File: config.mk
export PLATFORM = sky130hd
export DESIGN_NAME = gen_pipefifo
export DESIGN_NICKNAME = d
export VERILOG_FILES = /design/src/rtl/gen_pipefifo_pkg.sv /design/src/rtl/gen_dffr.sv /design/src/rtl/gen_dffren.sv /design/src/rtl/gen_pipefifo.sv
export SDC_FILE = /design/constraint.sdc
export NUM_CORES = 1
export LEC_CHECK = 0
export BUFFER_PORTS_ARGS = -buffer_cell sky130_fd_sc_hd__buf_2
export CORE_MARGIN = 5
export CORE_UTILIZATION = 58
export CTS_CLUSTER_DIAMETER = 60
export DETAILED_ROUTE_END_ITERATION = 8
export HOLD_SLACK_MARGIN = 0.1
export PLACE_DENSITY = 0.82
export SLEW_MARGIN = 20
export SYNTH_ARGS = -nofsm -noshare
export SYNTH_HDL_FRONTEND = slang
export SYNTH_SLANG_ARGS = --single-unit
export TNS_END_PERCENT = 50
File: constraint.sdc
create_clock -name CLK -period 3.8 [get_ports CLK]
set_clock_uncertainty 0.15 [all_clocks]
set_input_delay 0.57 -clock CLK [delete_from_list [all_inputs] [get_ports CLK]]
set_output_delay 0.57 -clock CLK [all_outputs]
set_load 0.01 [all_outputs]
File: src/rtl/gen_pipefifo_pkg.sv
// rtl/gen_pipefifo_pkg.sv - pointer status helpers for the registered ready/valid FIFO
package gen_pipefifo_pkg;

    // Full when the pointers differ in the wrap bit only (pointers zero-extended to 32 bits)
    function automatic logic ptr_full(input logic [31:0] rp, input logic [31:0] wp, input int unsigned aw);
        return ((rp ^ wp) == (32'd1 << aw));
    endfunction

    // Empty when both pointers are identical, wrap bit included
    function automatic logic ptr_empty(input logic [31:0] rp, input logic [31:0] wp);
        return (rp == wp);
    endfunction

endpackage

File: src/rtl/gen_dffr.sv
// rtl/gen_dffr.sv - DW-bit register, synchronous active-low reset to zero
module gen_dffr #(
    parameter int DW = 32
) (
    input  logic [DW-1:0] dnxt,
    output logic [DW-1:0] qout,
    input  logic          clk,
    input  logic          rst_n
);

    logic [DW-1:0] r_q;

    // Load every cycle; clear on reset
    always_ff @(posedge clk) begin
        if (!rst_n) begin
            r_q <= '0;
        end else begin
            r_q <= dnxt;
        end
    end

    assign qout = r_q;

endmodule

File: src/rtl/gen_dffren.sv
// rtl/gen_dffren.sv - DW-bit register with load enable, synchronous active-low reset to zero
module gen_dffren #(
    parameter int DW = 32
) (
    input  logic          lden,
    input  logic [DW-1:0] dnxt,
    output logic [DW-1:0] qout,
    input  logic          clk,
    input  logic          rst_n
);

    logic [DW-1:0] r_q;

    // Load only when enabled; clear on reset
    always_ff @(posedge clk) begin
        if (!rst_n) begin
            r_q <= '0;
        end else if (lden) begin
            r_q <= dnxt;
        end
    end

    assign qout = r_q;

endmodule

File: src/rtl/gen_pipefifo.sv
// rtl/gen_pipefifo.sv - registered multi-entry ready/valid FIFO with flush; option GEN_PIPEFIFO_FULLPASS_EN
module gen_pipefifo
    import gen_pipefifo_pkg::*;
#(
    parameter int DW = 64,
    parameter int DP = 4
) (
    input  logic                   CLK,
    input  logic                   RSTn,
    input  logic                   valid_i,
    input  logic [DW-1:0]          data_i,
    output logic                   ready_i,
    output logic                   valid_o,
    output logic [DW-1:0]          data_o,
    input  logic                   ready_o,
    input  logic                   flush,
    output logic [$clog2(DP):0]    cnt
);

    localparam int AW = $clog2(DP);
    localparam int PW = AW + 1;

    logic [PW-1:0] w_rp;
    logic [PW-1:0] w_wp;
    logic [PW-1:0] w_rp_nxt;
    logic [PW-1:0] w_wp_nxt;
    logic          w_full;
    logic          w_empty;
    logic          w_push;
    logic          w_pop;
    logic [DW-1:0] w_mem [DP];

    assign w_full  = ptr_full(32'(w_rp), 32'(w_wp), AW);
    assign w_empty = ptr_empty(32'(w_rp), 32'(w_wp));

`ifdef GEN_PIPEFIFO_FULLPASS_EN
    // A pop frees the head slot in the same cycle, so a full FIFO may still accept
    assign ready_i = ~w_full | ready_o;
`else
    assign ready_i = ~w_full;
`endif

    assign valid_o = ~w_empty;
    assign w_push  = valid_i & ready_i & ~flush;
    assign w_pop   = valid_o & ready_o & ~flush;

    // Flush returns both pointers to zero; otherwise each advances on its handshake
    always_comb begin
        w_rp_nxt = w_rp + PW'(w_pop);
        w_wp_nxt = w_wp + PW'(w_push);
        if (flush) begin
            w_rp_nxt = '0;
            w_wp_nxt = '0;
        end
    end

    gen_dffr #(.DW(PW)) u_rp (
        .dnxt  (w_rp_nxt),
        .qout  (w_rp),
        .clk   (CLK),
        .rst_n (RSTn)
    );

    gen_dffr #(.DW(PW)) u_wp (
        .dnxt  (w_wp_nxt),
        .qout  (w_wp),
        .clk   (CLK),
        .rst_n (RSTn)
    );

    // One enabled register per entry, written when the push targets that slot
    for (genvar gi = 0; gi < DP; gi++) begin : g_entry
        logic w_sel;
        assign w_sel = w_push & (w_wp[AW-1:0] == AW'(gi));
        gen_dffren #(.DW(DW)) u_ent (
            .lden  (w_sel),
            .dnxt  (data_i),
            .qout  (w_mem[gi]),
            .clk   (CLK),
            .rst_n (RSTn)
        );
    end

    assign data_o = w_mem[w_rp[AW-1:0]];
    assign cnt    = w_wp - w_rp;

endmodule

==> results of run 1 <==
## cell type report
cell class,instances,area (µm²)
tap,265,331.6
inverter,5,18.77
timing repair buffer,153,865.8
clock inverter,9,73.82
clock buffer,38,777.0
antenna,1,2.502
sequential,262,5253
multi-input combinational,670,5535
fill,1422,6477
## report_power, final
group          internal (µW)  switching [µW]
combinational            148             202
clock                   1480            1030
sequential              2790            21.9
total                   4420            1260
## critical path, cell delays in order, from the launching register on
cell and delay (ps):
dfxtp_4 590, buf_4 480, mux4_2 550, buf_2 160
## registers in the layout (all words and copies together) (netlist names)
register / count
u_rp.qout: 3
g_entry.u_ent.qout: 256
u_wp.qout: 3
## layer usage
| layer | vias to the layer above | routed length (µm) | GRT usage |
|---|---|---|---|
| li1 | 3697 | - | - |
| met1 | 3698 | 10270 | 0.2799 |
| met2 | 160 | 11390 | 0.3505 |
| met3 | 31 | 1289 | 0.03907 |
| met4 | 0 | 334 | 0.04529 |
| met5 | - | 0 | 0 |
## logic make-up after synthesis
| group | count (synthesis) | share of synthesized area |
|---|---|---|
| simple gates | 335 | 0.1136 |
| mux | 320 | 0.3529 |
| flops | 262 | 0.4622 |
| buf+inv | 83 | 0.05613 |
| fa+ha+maj | 7 | 0.008380 |
| compound gates | 4 | 0.003087 |
| xor+xnor | 4 | 0.003750 |
## path summary, 6_finish.rpt
kind,end,slack [ps],cells after the start
hold / removal,g_entry[1].u_ent.qout[51],230,3
setup / recovery,data_o[0],760,3
setup reg to reg,g_entry[2].u_ent.qout[31],1130,6
hold reg to reg,g_entry[3].u_ent.qout[11],310,2
## synth_stat cells (2+ instances only)
cell,count,share of area
and2_1,4,0.0022
clkbuf_1,34,0.011
and3b_1,2,0.0015
xnor2_1,3,0.0023
buf_4,2,0.0013
mux4_2,64,0.13
buf_8,24,0.032
ha_1,6,0.0066
mux2i_1,256,0.23
dfxtp_1,262,0.46
nor2_1,3,0.00099
buf_2,14,0.0062
inv_1,5,0.0017
nand2_1,321,0.11
nor2b_1,2,0.0011
buf_6,4,0.0040
o2111ai_1,4,0.0031
## per-stage QoR
step | hold WS (ps) | utilization | power (µW) | worst slack (ps)
3_3_place_gp | 291.7 | 0.6209 | 3214 | 1214
5_1_grt | 235.7 | 0.6649 | 5887 | 637.7
6_report | 232.2 | 0.6650 | 5678 | 758.1
4_1_cts | 210.6 | 0.6649 | 5725 | 730.7
2_1_floorplan | 285.3 | - | 3100 | 955.9
3_5_place_dp | 300.3 | 0.6209 | 3222 | 1101
==> qor.txt, run 1 <==
Post_cts resized - 0
Final Hold Viols - 0
Synthesized cell area - 11350 µm²
Crit start category - flop
Tcrit/Tclk final - 0.8005
Dpl cells - 1355
Ys Warns - 0
H-tree lvl count - 1
DRT Pass-1 Iters - 5
Vias in the first global route - 7679
Top Ports - 138
Cell area after layout - 12860 µm²
Final Non-Filler Cells - 1403
Hold_buf cts - 0
Reg clk slew, reported paths - 60 ps
CTS Root Cell - clkbuf_16
Type of the worst min-delay path - in -> reg
Final nets - 1195
Hold path start - data_i[51]
CTS Buf Count - 27
Minimum clock period - 3042 ps
CP arrival - 2320 ps
Commonest cells after routing, fill and taps aside - 321 x nand2_1, 260 x dfxtp_1, 256 x mux2i_1
Routed vias/inst - 5.407
CTS sink cnt - 262
Average wire per standard cell - 16.59 µm
IO buf count - 137
Fmax - 0.3287 GHz
Synthesized flop and latch total - 262
Die Area - 22460 µm²
Status - finished clean
Routed Antenna Nets - 0
WP data required - 3080 ps
Die height - 149.9 µm
RSZ-0062 raised after global routing - false
Final Max Tran Viols - 0
# DRC - 0
Core area - 19330 µm²
Syn nets - 1091
Relative slew margins - 0.4634
Clock Path Buffers - 3
CP endpoint kind - output port
Postcts setup bufs - 0
Sequential element share of the synthesized area - 0.4622
Share of layout cells above drive strength 1 - 0.2348
Worst R2R Start - u_wp.qout[0]
Peak VDD IR - 0.3552 mV
CP max FO - 30
Area grow syn2layout - 13.31%
First-pass GRT wire length - 38.56 mm
CTS tree - built
PD cells - 441.6 nW/µm²
Grt ovf - 0
Final setup vio count - 0
DP HPWL - 14.49 mm
Core Rows - 51
Clk Latency, worst-skew pair - 510 ps
Post-synth EDFFs - 0
Leak pwr - 0.006497 µW
Die width - 149.9 µm
Maxcap violations - 0
Initial DRC Count - 342
DRT Wirelength - 23.28 mm
Ys flop type - dfxtp_1
CP startpoint - u_rp.qout[0]
Syn Area/Cell - 11.18 µm²
Setup TNS - 0 ps
Async SR Flop Fraction - 0
Largest net degree at the start of global routing - 110
Commonest non-fill, non-tap cell in the layout - nand2_1
Worst-margin pin slew - 804.9 ps
Antenna violations before repair - 0
Via count - 7586
Post-synthesis instance total - 1015
Initial core utilization - 0.5869
Total track usage - 0.2077
Placed Area - 12000 µm²
RePlAce Congestion - 0.7434
Setup CP Type - reg -> out
Netlist cell types - 22
(Power assumes the default switching activity.)
==> run 2, diff against run 1 <==
==> constraint.sdc (replaced) <==
create_clock -name CLK -period 3.1 [get_ports CLK]
set_clock_uncertainty 0.15 [all_clocks]
set_input_delay 0.465 -clock CLK [delete_from_list [all_inputs] [get_ports CLK]]
set_output_delay 0.465 -clock CLK [all_outputs]
set_load 0.01 [all_outputs]
==> run 2 against run 1 <==
Effect of this change:
- sequential cell count is the same
- sequential power grew 22%
- die area is the same
==> qor.txt, run 2 (synthesized netlist as in run 1, its figures left out) <==
Status - finished clean (unchanged)
Hold WS - 112.0 ps (was 232.2 ps)
Hold path depth - 3 (unchanged)
Clock Path Buffers - 3 (unchanged)
H-tree lvl count - 1 (unchanged)
Largest register FFs - 256 (unchanged)
Final Max Tran Viols - 0 (unchanged)
Final nets - 1204 (was 1195)
Maxcap violations - 0 (unchanged)
Die height - 149.9 µm (unchanged)
Grt met1 use - 0.2685 (was 0.2799)
GRT met3 Usage - 0.04422 (was 0.03907)
Setup CP Type - reg -> out (unchanged)
Area grow syn2layout - 16.04% (was 13.31%)
First-pass GRT wire length - 39.16 mm (was 38.56 mm)
CP arrival - 2240 ps (was 2320 ps)
Hold_buf cts - 6 (was 0)
Worst-margin pin slew - 561.0 ps (was 804.9 ps)
Die width - 149.9 µm (unchanged)
Average wire per standard cell - 16.61 µm (was 16.59 µm)
Final Hold Viols - 0 (unchanged)
Peak VDD IR - 0.5410 mV (was 0.3552 mV)
Postcts setup bufs - 0 (unchanged)
Reg2reg path depth - 8 (was 6)
Initial DRC Count - 386 (was 342)
Antenna diodes - 0 (was 1)
Setup TNS - 0 ps (unchanged)
Top Ports - 138 (unchanged)
RePlAce Congestion - 0.7340 (was 0.7434)
PD cells - 563.7 nW/µm² (was 441.6 nW/µm²)
Die Area - 22460 µm² (unchanged)
IO buf count - 137 (unchanged)
Core Rows - 51 (unchanged)
GRT busiest layer - met2 (unchanged)
# DRC - 0 (unchanged)
Initial core utilization - 0.5869 (unchanged)
RSZ-0062 raised after global routing - false (unchanged)
Leak pwr - 0.006639 µW (was 0.006497 µW)
Core area - 19330 µm² (unchanged)
CTS sink cnt - 262 (unchanged)
Routed Antenna Nets - 0 (unchanged)
DP HPWL - 14.34 mm (was 14.49 mm)
CTS tree - built (unchanged)
Commonest cells after routing, fill and taps aside - 321 x nand2_1, 260 x dfxtp_1, 256 x mux2i_1 (unchanged)
Minimum clock period - 2859 ps
CP endpoint kind - output port (unchanged)
GRT met2 Usage - 0.3647 (was 0.3505)
WP data required - 2480 ps (was 3080 ps)
Relative slew margins - 0.6260 (was 0.4634)
Via count - 7738 (was 7586)
Grt ovf - 0 (unchanged)
Type of the worst min-delay path - in -> reg (unchanged)
DRT Pass-1 Iters - 4 (was 5)
Reg clk slew, reported paths - 60 ps (about the same)
CTS Buf Count - 27 (unchanged)
Total track usage - 0.2107 (was 0.2077)
Tcrit/Tclk final - 0.9223
Post_cts resized - 0 (unchanged)
CTS Root Cell - clkbuf_16 (unchanged)
Crit start category - flop (unchanged)
Share of layout cells above drive strength 1 - 0.2419 (was 0.2348)
Vias in the first global route - 7986 (was 7679)
Antenna violations before repair - 2 (was 0)
Final setup vio count - 0 (unchanged)
Commonest non-fill, non-tap cell in the layout - nand2_1 (unchanged)
Dpl cells - 1358 (was 1355)
R2r setup slk - 490 ps (was 1130 ps)
CP max FO - 5 (was 30)
Routed vias/inst - 5.472 (was 5.407)
DRT Wirelength - 23.49 mm (was 23.28 mm)
Final Non-Filler Cells - 1414 (was 1403)
Largest net degree at the start of global routing - 81 (was 110)
Fmax - 0.3498 GHz
Clk Latency, worst-skew pair - 530 ps (was 510 ps)
[run 2: cell types whose count changed in the layout (fill, tap and decap cells not counted), sizes merged]
cell and change:
clkinv +1, clkinvlp +2, clkbuf -6, buf +3
diode -1, dlygate4sd3 +6, bufinv +4, inv +2
[run 2: cell type report]
type / instances / area (µm²)
repair buffers: 162 / 1036
well taps: 265 / 331.6
clock inverters: 18 / 237.7
fillers: 1384 / 6167
multi-input cells: 670 / 5535
flip-flops and latches: 262 / 5253
clock buffers: 32 / 755.7
inverters: 5 / 18.77
[run 2: layer usage]
layer  up-vias  part of all wire
met3        45             0.055
li1       3718                 -
met5         -           0.00089
met2       168              0.50
met1      3803              0.42
met4         4             0.023
[run 2: final timing paths]
path / startpoint / end
max: u_wp.qout[0] / ready_i
min: data_i[16] / g_entry[0].u_ent.qout[16]
max reg2reg: u_wp.qout[0] / u_wp.qout[1]
min reg2reg: g_entry[1].u_ent.qout[0] / g_entry[1].u_ent.qout[0]
[run 2: critical path, cell delays in order (launching register included)]
cell     delay (ps)
dfxtp_1         460
inv_1           170
ha_1            340
nand2_1         230
or2_2           360
buf_2           150
[run 2: stage by stage]
step           total power [µW]  area, µm²    util  setup slack [ps]
2_1_floorplan              3801      11350       -             255.9
4_1_cts                    7484      13170  0.6810             214.7
3_3_place_gp               3947      12110  0.6265             559.0
5_1_grt                    7676      13170  0.6810             120.9
6_report                   7423      13170  0.6810             240.9
3_5_place_dp               3957      12110  0.6265             494.7
[run 2: power breakdown]
part / total, µW / internal (µW) / switching [µW]
Combinational: 444 / 194 / 249
Clock: 3540 / 2170 / 1370
Sequential: 3440 / 3420 / 26.7
Total: 7420 / 5780 / 1640
==> run 3, diff against run 2 <==
==> constraint.sdc (replaced) <==
create_clock -name CLK -period 3.1 [get_ports CLK]
set_clock_uncertainty 0.15 [all_clocks]
set_input_delay 0.62 -clock CLK [delete_from_list [all_inputs] [get_ports CLK]]
set_output_delay 0.62 -clock CLK [all_outputs]
set_load 0.01 [all_outputs]
==> run 3 against run 2 <==
Effect of this change:
- register-to-register slack improved by 90 ps
- total power fell by 5.3%
- hold slack better by 170 ps
- critical path type unchanged
==> qor.txt, run 3 (synthesized netlist as in run 1, its figures left out) <==
Status - finished clean (unchanged)
# DRC - 0 (unchanged)
Clk Latency, worst-skew pair - 510 ps (was 530 ps)
Crit start category - flop (unchanged)
Hold_buf cts - 0 (was 6)
Final core occ - 0.6702 (was 0.6810)
WP data required - 2330 ps (was 2480 ps)
Die Area - 22460 µm² (unchanged)
Peak VDD IR - 0.5339 mV (was 0.5410 mV)
Reg clk slew, reported paths - 60 ps (about the same)
Leak pwr - 0.006541 µW (was 0.006639 µW)
Via count - 7636 (was 7738)
Tcrit/Tclk final - 0.9371 (was 0.9223)
CTS Root Cell - clkbuf_16 (unchanged)
Switching fraction of total power - 0.2204 (was 0.2211)
WL met1 - 10.31 mm (was 9.959 mm)
Die height - 149.9 µm (unchanged)
Reg2reg path depth - 9 (was 8)
CTS tree - built (unchanged)
Relative slew margins - 0.5446 (was 0.6260)
Clock Path Buffers - 3 (unchanged)
Top Ports - 138 (unchanged)
Crit path depth - 5 (unchanged)
Type of the worst min-delay path - in -> reg (unchanged)
Clk network pwr share - 0.448 (was 0.476)
Commonest cells after routing, fill and taps aside - 320 x nand2_1, 260 x dfxtp_1, 256 x mux2i_1 (was 321 x nand2_1, 260 x dfxtp_1, 256 x mux2i_1)
Filler instances - 1436 (was 1384)
Vias in the first global route - 8008 (was 7986)
Largest net degree at the start of global routing - 72 (was 81)
R2r setup slk - 580 ps (was 490 ps)
CP arrival - 2140 ps (was 2240 ps)
Core area - 19330 µm² (unchanged)
H-tree lvl count - 1 (unchanged)
Area grow syn2layout - 14.20% (was 16.04%)
Int Power - 5480 µW (was 5782 µW)
Routed Antenna Nets - 0 (unchanged)
Place WS - 461.5 ps (was 494.7 ps)
Setup CP Type - reg -> out (unchanged)
Hold path start - data_i[12] (was data_i[16])
Critical path endpoint - ready_i (unchanged)
Initial DRC Count - 340 (was 386)
RePlAce Congestion - 0.7386 (was 0.7340)
DRT Wirelength - 23.47 mm (was 23.49 mm)
Combinational share of power - 0.062 (was 0.060)
PD cells - 542.4 nW/µm² (was 563.7 nW/µm²)
CP endpoint kind - output port (unchanged)
FF-to-FF End - u_wp.qout[2] (was u_wp.qout[1])
Grt ovf - 0 (unchanged)
Final nets - 1197 (was 1204)
DR WL met3 - 1.188 mm (was 1.282 mm)
WP buf/inv - 2 (unchanged)
Setup TNS - 0 ps (unchanged)
NetSw - 1549 µW (was 1641 µW)
Critical path's largest stage delay - 460 ps (about the same)
Largest register FFs - 256 (unchanged)
Final setup vio count - 0 (unchanged)
Final Max Tran Viols - 0 (unchanged)
IO buf count - 137 (unchanged)
CP startpoint - u_wp.qout[0] (unchanged)
Commonest non-fill, non-tap cell in the layout - nand2_1 (unchanged)
Share of layout cells above drive strength 1 - 0.2368 (was 0.2419)
DP HPWL - 14.74 mm (was 14.34 mm)
DRT Pass-1 Iters - 4 (unchanged)
First-pass GRT wire length - 39.32 mm (was 39.16 mm)
Core Rows - 51 (unchanged)
Final Hold Viols - 0 (unchanged)
Worst R2R Start - u_wp.qout[0] (unchanged)
Maxcap violations - 0 (unchanged)
Die width - 149.9 µm (unchanged)
Met2 routed wirelength - 11.71 mm (was 11.69 mm)
Final WS setup - 195.0 ps (was 240.9 ps)
CP max FO - 5 (unchanged)
Total track usage - 0.2114 (was 0.2107)
CP delay by family, top - simple AND/OR/NAND/NOR gates (unchanged)
CTS Buf Count - 27 (unchanged)
Top layer in use - met4 (was met5)
Fmax - 0.3442 GHz (was 0.3498 GHz)
Average wire per standard cell - 16.71 µm (was 16.61 µm)
CTS sink cnt - 262 (unchanged)
Antenna diodes - 0 (unchanged)
Antenna violations before repair - 0 (was 2)
Seq pwr share - 0.490 (was 0.464)
Critical-path cell list - inv_1 -> ha_1 -> nand2_2 -> or2_2 -> buf_2 (was inv_1 -> ha_1 -> nand2_1 -> or2_2 -> buf_2)
Critical Path Slowest Stage Cell - dfxtp_1 (unchanged)
RSZ-0062 raised after global routing - false (unchanged)
Initial core utilization - 0.5869 (unchanged)
Minimum clock period - 2905 ps (was 2859 ps)
Worst-margin pin slew - 679.8 ps (was 561.0 ps)
Routed vias/inst - 5.435 (was 5.472)
run 3: cell count changes in the layout (fill, tap and decap cells not counted), sizes merged:
cell         previous run  this run
inv                     8         6
clkinv                  8         4
dlygate4sd3             6         0
buf                   156       155
clkinvlp                2         1
clkbuf                 32        41
bufinv                  5         1
run 3: layout make-up:
cell class	instances	area [µm²]	area share
clock inverter	7	66.31	0.005117
tap	265	331.6	0.02559
inverter	5	18.77	0.001448
timing repair buffer	155	943.4	0.07280
clock buffer	41	808.3	0.06237
multi-input combinational	670	5538	0.4273
sequential	262	5253	0.4053
run 3: per-layer routing:
layer | global-route usage | vias to the layer above
met3 | 0.03331 | 23
met2 | 0.3686 | 175
met4 | 0.04392 | 0
li1 | - | 3709
met5 | 0 | -
met1 | 0.2798 | 3729
run 3: power by group through the flow:
stage | logic (µW) | registers [µW] | clock network (µW)
after floorplan | 289 | 3510 | 0
after global placement | 430 | 3520 | 0
after detailed placement | 437 | 3520 | 0
after CTS | 439 | 3440 | 3210
after global routing | 478 | 3450 | 3370
final | 437 | 3440 | 3150
run 3: worst register-to-register path: stages, from the launching register on:
cell and delay (ps):
dfxtp_1 460, inv_1 170, ha_1 360, nand2_2 160, or2_2 320, and3b_1 180, ha_1 190, ha_1 210
xnor2_1 150, nor2_1 60
run 3: stage by stage:
| step | power (µW) | cell area, µm² | hold WS, ps | std cells |
|---|---|---|---|---|
| 6_report | 7029 | 12960 | 278.2 | 1405 |
| 5_1_grt | 7294 | 12960 | 289.6 | 1405 |
| 4_1_cts | 7094 | 12960 | 260.8 | 1405 |
| 3_5_place_dp | 3956 | 12080 | 301.7 | 1357 |
| 3_3_place_gp | 3946 | 12080 | 291.4 | 1357 |
| 2_1_floorplan | 3801 | 11350 | 285.3 | 1015 |
run 3: repair_timing:
action	CTS	global route
gates resized for setup	0	1
buffers inserted	0	0
hold endpoints to repair	0	0
endpoints found under the setup margin	0	1
run 3: how the worst min path moves through the flow:
| stage | to | slack, ps | cells after the start |
|---|---|---|---|
| finish | g_entry[1].u_ent.qout[12] | 280 | 3 |
| CTS | g_entry[1].u_ent.qout[12] | 260 | 3 |
| floorplan | g_entry[1].u_ent.qout[22] | 290 | 2 |
| detailed placement | g_entry[0].u_ent.qout[46] | 300 | 2 |
| global placement | g_entry[0].u_ent.qout[23] | 290 | 2 |
| global route | g_entry[1].u_ent.qout[46] | 290 | 3 |
